[config.mk]
export PLATFORM = sky130hd
export DESIGN_NAME = fd_latch
export DESIGN_NICKNAME = d
export VERILOG_FILES = /design/src/rtl/fd_latch_pkg.sv /design/src/rtl/load_use_detect.sv /design/src/rtl/fd_latch.sv
export SDC_FILE = /design/constraint.sdc
export NUM_CORES = 1
export LEC_CHECK = 0
export CORE_UTILIZATION = 43
export CTS_CLUSTER_SIZE = 12
export DETAILED_ROUTE_END_ITERATION = 16
export GPL_ROUTABILITY_DRIVEN = 0
export PLACE_DENSITY = 0.82
export REMOVE_ABC_BUFFERS = 1
export SETUP_SLACK_MARGIN = 0.15
export SLEW_MARGIN = 20
export SYNTH_ARGS = -nofsm -noshare
export SYNTH_HDL_FRONTEND = slang
export SYNTH_SLANG_ARGS = --single-unit
[constraint.sdc]
create_clock -name clock -period 2.79 [get_ports clock]
set_clock_uncertainty 0.2 [all_clocks]
set_input_delay 0.279 -clock clock [delete_from_list [all_inputs] [get_ports clock]]
set_output_delay 0.279 -clock clock [all_outputs]
set_load 0.005 [all_outputs]
[src/rtl/fd_latch_pkg.sv]
// Shared definitions for the F/D pipeline latch: instruction field layout,
// opcode/aluop constants, the latch payload and the multdiv FSM encoding.
package fd_latch_pkg;

    localparam int unsigned INSTR_W   = 32;
    localparam int unsigned PC_W      = 32;
    localparam int unsigned FIELD_W   = 5;
    localparam int unsigned CNT_W     = 6;

    localparam int unsigned OP_LSB    = 27;
    localparam int unsigned RD_LSB    = 22;
    localparam int unsigned RS_LSB    = 17;
    localparam int unsigned RT_LSB    = 12;
    localparam int unsigned ALUOP_LSB = 2;

    localparam logic [FIELD_W-1:0] OP_RTYPE  = 5'b00000;
    localparam logic [FIELD_W-1:0] OP_LW     = 5'b01000;
    localparam logic [FIELD_W-1:0] OP_SW     = 5'b00111;
    localparam logic [FIELD_W-1:0] OP_BNE    = 5'b00010;
    localparam logic [FIELD_W-1:0] OP_BLT    = 5'b00110;
    localparam logic [FIELD_W-1:0] OP_JR     = 5'b00100;
    localparam logic [FIELD_W-1:0] ALUOP_MUL = 5'b00110;
    localparam logic [FIELD_W-1:0] ALUOP_DIV = 5'b00111;

    localparam logic [INSTR_W-1:0] NOP = 32'h0000_0000;

    localparam logic [1:0] ST_IDLE = 2'd0;
    localparam logic [1:0] ST_BUSY = 2'd1;
    localparam logic [1:0] ST_DONE = 2'd2;

    typedef struct packed {
        logic [INSTR_W-1:0] instr;
        logic [PC_W-1:0]    pc;
        logic               valid;
    } fd_entry_t;

    function automatic logic [FIELD_W-1:0] get_op(input logic [INSTR_W-1:0] instr);
        return instr[OP_LSB +: FIELD_W];
    endfunction

    function automatic logic [FIELD_W-1:0] get_rd(input logic [INSTR_W-1:0] instr);
        return instr[RD_LSB +: FIELD_W];
    endfunction

    function automatic logic [FIELD_W-1:0] get_rs(input logic [INSTR_W-1:0] instr);
        return instr[RS_LSB +: FIELD_W];
    endfunction

    function automatic logic [FIELD_W-1:0] get_rt(input logic [INSTR_W-1:0] instr);
        return instr[RT_LSB +: FIELD_W];
    endfunction

    function automatic logic is_multdiv(input logic [INSTR_W-1:0] instr);
        logic [FIELD_W-1:0] aluop;
        aluop = instr[ALUOP_LSB +: FIELD_W];
        return (get_op(instr) == OP_RTYPE) && ((aluop == ALUOP_MUL) || (aluop == ALUOP_DIV));
    endfunction

endpackage

[src/rtl/load_use_detect.sv]
// Flags a load-use hazard between the lw in D/X and the instruction in F/D.
module load_use_detect
    import fd_latch_pkg::*;
(
    input  logic [INSTR_W-1:0] fd_instr_i,
    input  logic               fd_valid_i,
    input  logic [INSTR_W-1:0] dx_instr_i,
    output logic               hazard_o
);

    logic [FIELD_W-1:0] dx_rd;
    logic [FIELD_W-1:0] fd_op;
    logic               rs_hit;
    logic               rt_hit;
    logic               rd_hit;

    assign dx_rd = get_rd(dx_instr_i);
    assign fd_op = get_op(fd_instr_i);

    // rt is only a source for R-type; rd is a source for stores, branches and jr
    always_comb begin
        rs_hit   = (dx_rd == get_rs(fd_instr_i));
        rt_hit   = (fd_op == OP_RTYPE) && (dx_rd == get_rt(fd_instr_i));
        rd_hit   = (fd_op inside {OP_SW, OP_BNE, OP_BLT, OP_JR}) && (dx_rd == get_rd(fd_instr_i));
        hazard_o = fd_valid_i && (get_op(dx_instr_i) == OP_LW) && (dx_rd != '0)
                   && (rs_hit || rt_hit || rd_hit);
    end

endmodule

[src/rtl/fd_latch.sv]
// F/D pipeline latch with load-use and multiply/divide stall generation.
module fd_latch
    import fd_latch_pkg::*;
#(
    parameter int unsigned MULTDIV_TIMEOUT = 40
) (
    input  logic               clock,
    input  logic               reset,
    input  logic [INSTR_W-1:0] q_imem,
    input  logic [PC_W-1:0]    incremented_pc,
    input  logic               should_jump,
    input  logic               key_interrupt,
    input  logic [INSTR_W-1:0] d_x_instructions_output,
    input  logic               multdiv_ready,
    output logic [INSTR_W-1:0] f_d_instructions_output,
    output logic [PC_W-1:0]    f_d_pc_output,
    output logic               f_d_valid,
    output logic               should_stall_decode,
    output logic               multdiv_timeout
);

    fd_entry_t          fd_q, fd_d;
    logic [1:0]         state_q, state_d;
    logic [CNT_W-1:0]   cnt_q, cnt_d;
    logic               timeout_q, timeout_d;
    logic               load_use_hazard;

    load_use_detect u_load_use_detect (
        .fd_instr_i (fd_q.instr),
        .fd_valid_i (fd_q.valid),
        .dx_instr_i (d_x_instructions_output),
        .hazard_o   (load_use_hazard)
    );

    assign should_stall_decode     = load_use_hazard || (state_q == ST_BUSY);
    assign f_d_instructions_output = fd_q.instr;
    assign f_d_pc_output           = fd_q.pc;
    assign f_d_valid               = fd_q.valid;
    assign multdiv_timeout         = timeout_q;

    // Flush beats hold, hold beats load
    always_comb begin
        fd_d = fd_q;
        if (should_jump) begin
            fd_d = '{instr: NOP, pc: '0, valid: 1'b0};
        end else if (!(should_stall_decode || key_interrupt)) begin
            fd_d = '{instr: q_imem, pc: incremented_pc, valid: 1'b1};
        end
    end

    // Multdiv busy tracking; ready is only honoured once in BUSY and wins over timeout
    always_comb begin
        state_d   = state_q;
        cnt_d     = cnt_q;
        timeout_d = timeout_q;
        case (state_q)
            ST_IDLE: begin
                cnt_d = '0;
                if (is_multdiv(d_x_instructions_output)) begin
                    state_d = ST_BUSY;
                end
            end
            ST_BUSY: begin
                cnt_d = cnt_q + CNT_W'(1);
                if (multdiv_ready) begin
                    state_d = ST_DONE;
                end else if (cnt_q == CNT_W'(MULTDIV_TIMEOUT - 1)) begin
                    state_d   = ST_DONE;
                    timeout_d = 1'b1;
                end
            end
            ST_DONE: begin
                state_d = ST_IDLE;
            end
            default: begin
                state_d = ST_IDLE;
            end
        endcase
    end

    always_ff @(posedge clock or posedge reset) begin
        if (reset) begin
            fd_q      <= '{instr: NOP, pc: '0, valid: 1'b0};
            state_q   <= ST_IDLE;
            cnt_q     <= '0;
            timeout_q <= 1'b0;
        end else begin
            fd_q      <= fd_d;
            state_q   <= state_d;
            cnt_q     <= cnt_d;
            timeout_q <= timeout_d;
        end
    end

endmodule

# Word-level counts from Yosys, hierarchy flattened
# Cells that the tools add are included.
[totals]
register_bits = 74
inputBits = 101
output_inout_bits = 67
wordCells = 49
[op_classes]
addsub = 1
eq_ne = 15
n_mux = 7
bitwise = 1
reduce_logical = 19
[ops]
columns = ["operator", "count"]
rows = [
  ["65-bit two-way mux", 2],
  ["5-bit by 3-bit == test with 1-bit output (second input constant)", 5],
  ["5-bit == test", 3],
  ["6-bit one-hot mux with 2 select lines", 1],
  ["5-bit zero test", 2],
  ["6-bit by 1-bit adder with 6-bit output (second input constant)", 1],
  ["6-bit == test (second input constant)", 1],
  ["1-bit logical AND", 6],
  ["2-bit two-way mux", 3],
  ["5-bit by 2-bit == test with 1-bit output (second input constant)", 1],
  ["5-bit by 4-bit == test with 1-bit output (second input constant)", 1],
  ["1-bit logical OR", 5],
  ["5-bit nonzero test", 1],
  ["2-bit inequality test (second input constant)", 2],
  ["2-bit one-hot mux with 2 select lines", 1],
  ["4-bit nonzero test", 1],
  ["3-bit by 2-bit inequality test with 1-bit output (second input constant)", 1],
  ["3-bit AND reduction", 1],
  ["2-bit by 1-bit == test with 1-bit output (second input constant)", 1],
  ["2-bit zero test", 1],
  ["2-bit AND reduction", 1],
  ["2-bit nonzero test", 1],
  ["1-bit NOT", 1],
]

# Longest topological paths before layout
[depth]
ltp_word = 9
depth_mapped = 8
mapped_depth_nobuf = 5

# By module
# Synthesis repeated with hierarchy kept, for this count alone.
[unflattened]
cells_unflattened = 358
area_unflattened_um2 = 3926.3
[modules_own_cells]
columns = ["mod", "instances", "cells_each", "area_each_um2", "seq_area_each_um2"]
rows = [
  ["fd_latch", 1, 326, 3686.0, 1851.8],
  ["load_use_detect", 1, 32, 240.2, 0.0],
]

# Worst setup path before layout
# No wires, ideal clock.
[synth_timing]
path_kind = "register to output"
startpoint = "register fd_q (netlist bit f_d_instructions_output[31])"
endpoint = "output port should_stall_decode"
arrival_time_ps = 1622
required_ps = 2311
setup_slack_ps = 689
stages_incl_launch_ff = 7
n_path_buf = 1
path_cell_list = "dfrtp_1 > nor4_1 > nand4_1 > or3_1 > a31oi_1 > buf_4 > or2_2"
[synth_between]
elab_chain_len = 6
elab_cells_between_ends = 12
cone_classes = "eq/ne: 4; reduce/logical: 8"
[synth_lines]
columns = ["element", "line", "source"]
rows = [
  ["start: declaration", "fd_latch.sv:22", "fd_entry_t fd_q, fd_d;"],
  ["start signal: assignment", "fd_latch.sv:83", "fd_q <= '{instr: NOP, pc: '0, valid: 1'b0};"],
  ["5-bit by 3-bit == test with 1-bit output (tied with other cells)", "load_use_detect.sv:24", "rd_hit = (fd_op inside {OP_SW, OP_BNE, OP_BLT, OP_JR}) && (dx_rd == get_rd(fd_instr_i));"],
  ["4-bit nonzero test / 1-bit logical AND (equally long branches)", "load_use_detect.sv:24, load_use_detect.sv:23", ""],
  ["1-bit logical AND / 1-bit logical OR (equally long branches)", "load_use_detect.sv:24, load_use_detect.sv:26", ""],
  ["1-bit logical OR (*)", "load_use_detect.sv:26", "&& (rs_hit || rt_hit || rd_hit);"],
  ["1-bit logical AND (*)", "load_use_detect.sv:26", ""],
  ["1-bit logical OR (*)", "fd_latch.sv:35", "assign should_stall_decode = load_use_hazard || (state_q == ST_BUSY);"],
  ["end: declaration", "fd_latch.sv:18", "output logic should_stall_decode,"],
]
# Every way passes the cells marked *; elsewhere a longest branch is shown, timed or not.

# Worst setup path after layout
[layout_timing]
startpoint = "register fd_q (netlist bit f_d_instructions_output[28])"
endpoint = "output port should_stall_decode"
# Same word-level chain as after synthesis.

==> run_results.csv <==
group,metric,value,unit
outcome,status,"completed",
floorplan,fp-row-count,34,
grt,grt_max_degree,66,
grt,grt_pass1_vias,3207,
setup_path,worstPathRequired,2.31,ns
sta,final_hold_viol_count,0,
logic_synthesis,synth_edf_count,0,
sta,finalCriticalPeriod,2.55,ns
layout,fin_util,66.4,%
clock_network,numCtsBuffers,9,
routing,routed-via-count,3153,
sta,finalSetupViolations,0,
logic_synthesis,ys_async_sr_fraction,100,%
power,p_per_area,457,nW/um^2
power,netSwitchingFraction,22.8,%
clock_network,clk_latency,0.34,ns
sta,rsz0062_at_grt,"true",
grt,grt_pass1_wl,15.9,mm
grt,grt.busiest_layer,"met2",
logic_synthesis,yosys_most_used_dff,"dfrtp_1",
grt,grt_use_met1,27.9,%
clock_network,cts_tree,"built",
setup_path,critPathCaptureType,"primary output",
placement,placed_area,5470,sq um
logic_synthesis,synth_area_leaders,"dfrtp_1 48%, o32ai_2 17%, inv_1 13%",
placement,port_buffers,149,
clock_network,clockBufferDepth,2,
setup_path,worstSetupStartpointType,"flop",
floorplan,dieArea,9360,sq um
routing,viasPerCell,5.04,
grt,overflow,0,
logic_synthesis,synth_top_area_share,48.0,%
job,drv_cap,0,
clock_network,root_buffer,"clkbuf_8",
power,power_frac_clock,38.9,%
layout,final_area,5790,sq um
sta,period_share,91.5,%
sta,relSlewSlack,33.9,%
power,p_int,2.04,mW
placement,post-place-ws,-0.0980,ns
routing,wl_per_cell,15.7,um
sta,fmax,0.392,GHz
routing,wl,9.83,mm
grt,grt_use_met2,32.9,%
layout,drive_gt1_share,15.4,%
setup_path,cp_max_fo,2,
layout,nets,615,
power,p_sw,0.603,mW
placement,hpwl,6.70,mm
logic_synthesis,synth_cells,360,
logic_synthesis,yosysWarningCount,0,
layout,area_growth,49.9,%
clock_network,numClockSinks,74,
routing,drc,0,
routing,first_pass_iters,4,
floorplan,die_x,96.8,um
floorplan,ioPinCount,168,
sta,slew_violations,0,
logic_synthesis,yosysTopAreaCell,"dfrtp_1",
grt,antenna_found_initial,0,
setup_path,worstSetupPathType,"reg2out",
power,comb_power_share,17.4,%
setup_path,worstPathArrival,2.07,ns
clock_network,clk_pin_slew,0.08,ns
routing,ant_nets,0,
grt,grt_usage,20.8,%
clock_network,cts_hold_buf,0,
setup_path,worstRegToRegCells,8,
power,ir_drop,0.252,mV
clock_network,cts-htree-levels,3,
floorplan,core,8720,sq um
logic_synthesis,ys_seq_area_share,48.0,%
layout,diodes,0,
logic_synthesis,netlist-cell-type-count,36,
power,leakagePower,2.55,nW
grt,met3_usage,6.00,%
sta,tightestPinTransition,0.991,ns
logic_synthesis,synth_seq_cells,74,
sta,setup_slack,0.237,ns
floorplan,fp.dieH,96.8,um
logic_synthesis,syn_avg_cell_area,10.7,sq um
floorplan,initial_core_util,44.3,%
sta,fin_tns_setup,0,ns
routing,drtIter0Drc,135,
logic_synthesis,synthesis.area,3860,sq um
hold_path,hold_path.class,"in2async",
power,seqPwrFrac,43.7,%
## metal layers
layer  part of all wire [%]  vias up  wire length [um]
li1                       -     1495                 -
met1                     45     1531              4390
met2                     48      115              4730
met3                    6.1       12               601
met4                    1.1        0               106
met5                      0        -                 0
## metrics by stage
stage	power [mW]	hold slack, ns	std cells
2_1_floorplan	1.36	0.178	338
3_5_place_dp	1.64	0.258	606
5_1_grt	2.76	0.145	626
6_report	2.65	0.0952	626
4_1_cts	2.67	0.0882	625
3_3_place_gp	1.62	0.243	606
## cell type report
type	count	area, sq um
Fill cell	682	2930
Sequential cell	74	1850
Timing Repair Buffer	164	1680
Multi-Input combinational cell	134	1380
Inverter	130	489
Clock buffer	11	151
Tap cell	108	135
Clock inverter	5	100
## worst paths after layout
check / start / to / slack [ns]
min in group clock: multdiv_timeout / multdiv_timeout / 0.28
setup / recovery: f_d_instructions_output[28] / should_stall_decode / 0.24
hold / removal: reset / f_d_instructions_output[1] / 0.1
setup reg to reg: f_d_instructions_output[28] / f_d_instructions_output[14] / 0.35
hold reg to reg: multdiv_timeout / multdiv_timeout / 0.28
max in group asynchronous: reset / f_d_instructions_output[22] / 1.67
## power by group through the flow
stage	Sequential [mW]	Clock, mW	Combinational [mW]
floorplan	1.18	0	0.178
global placement	1.18	0	0.448
detailed placement	1.18	0	0.458
CTS	1.16	1.05	0.464
global route	1.16	1.10	0.495
finish	1.16	1.03	0.459
## cells in the mapped netlist, types with 2 or more instances
cell type	number
inv_1	130
dfrtp_1	74
o32ai_2	40
o32ai_1	24
nor2_1	11
buf_6	9
xor2_1	9
xnor2_1	8
nand2_1	7
clkbuf_1	6
buf_2	4
a21o_1	3
nand4b_1	3
a211oi_1	2
a22o_1	2
buf_8	2
nand3_1	2
nand4_1	2
nor2b_1	2
nor3_1	2
o21ai_0	2
or3_1	2
## cells in the final DEF (no fill, tap or decap), types with 2 or more instances in the layout
cell type	instances
a21o_1	3
nand4_1	2
nor2b_1	2
nor4_2	2
clkbuf_8	11
clkdlybuf4s50_1	146
dfrtp_1	74
nor2_1	11
nor3_1	2
inv_1	129
xor2_1	9
buf_4	10
nand2_1	7
nand3_1	2
clkinv_2	3
o32ai_2	40
a211oi_1	2
nand4b_1	3
bufinv_16	3
a22o_1	2
or3_4	2
dlygate4sd2_1	2
xnor2_1	8
buf_12	3
o21ai_0	2
o32ai_1	24
## worst max-delay path, stage by stage (launching register included)
cell and delay, ns:
dfrtp_1 0.40, nor4_2 0.28, nand4_1 0.19, or3_4 0.37
a31oi_4 0.18, or2_4 0.13, clkdlybuf4s15_1 0.19
## sequential cells by signal, summed over array words and instances (netlist names)
| register | count |
|---|---|
| cnt_q | 6 |
| f_d_instructions_output | 32 |
| f_d_pc_output | 32 |
| f_d_valid | 1 |
| multdiv_timeout | 1 |
| state_q | 2 |
## kinds of logic after synthesis
logic type      Yosys count  synth area share (%)
xor+xnor                 17                  3.86
simple gates             37                  5.19
buf+inv                 152                  17.3
compound gates           79                  25.3
flops                    74                  48.0
fa+ha+maj                 1                 0.324
## what timing repair did
action	4_1_cts	5_1_grt
setup endpoints to repair	1	63
setup buffers	3	0
gates resized for setup	7	1
pin swaps	6	3
gates cloned	0	1
No activity file was read; power rests on OpenSTA's default activity.
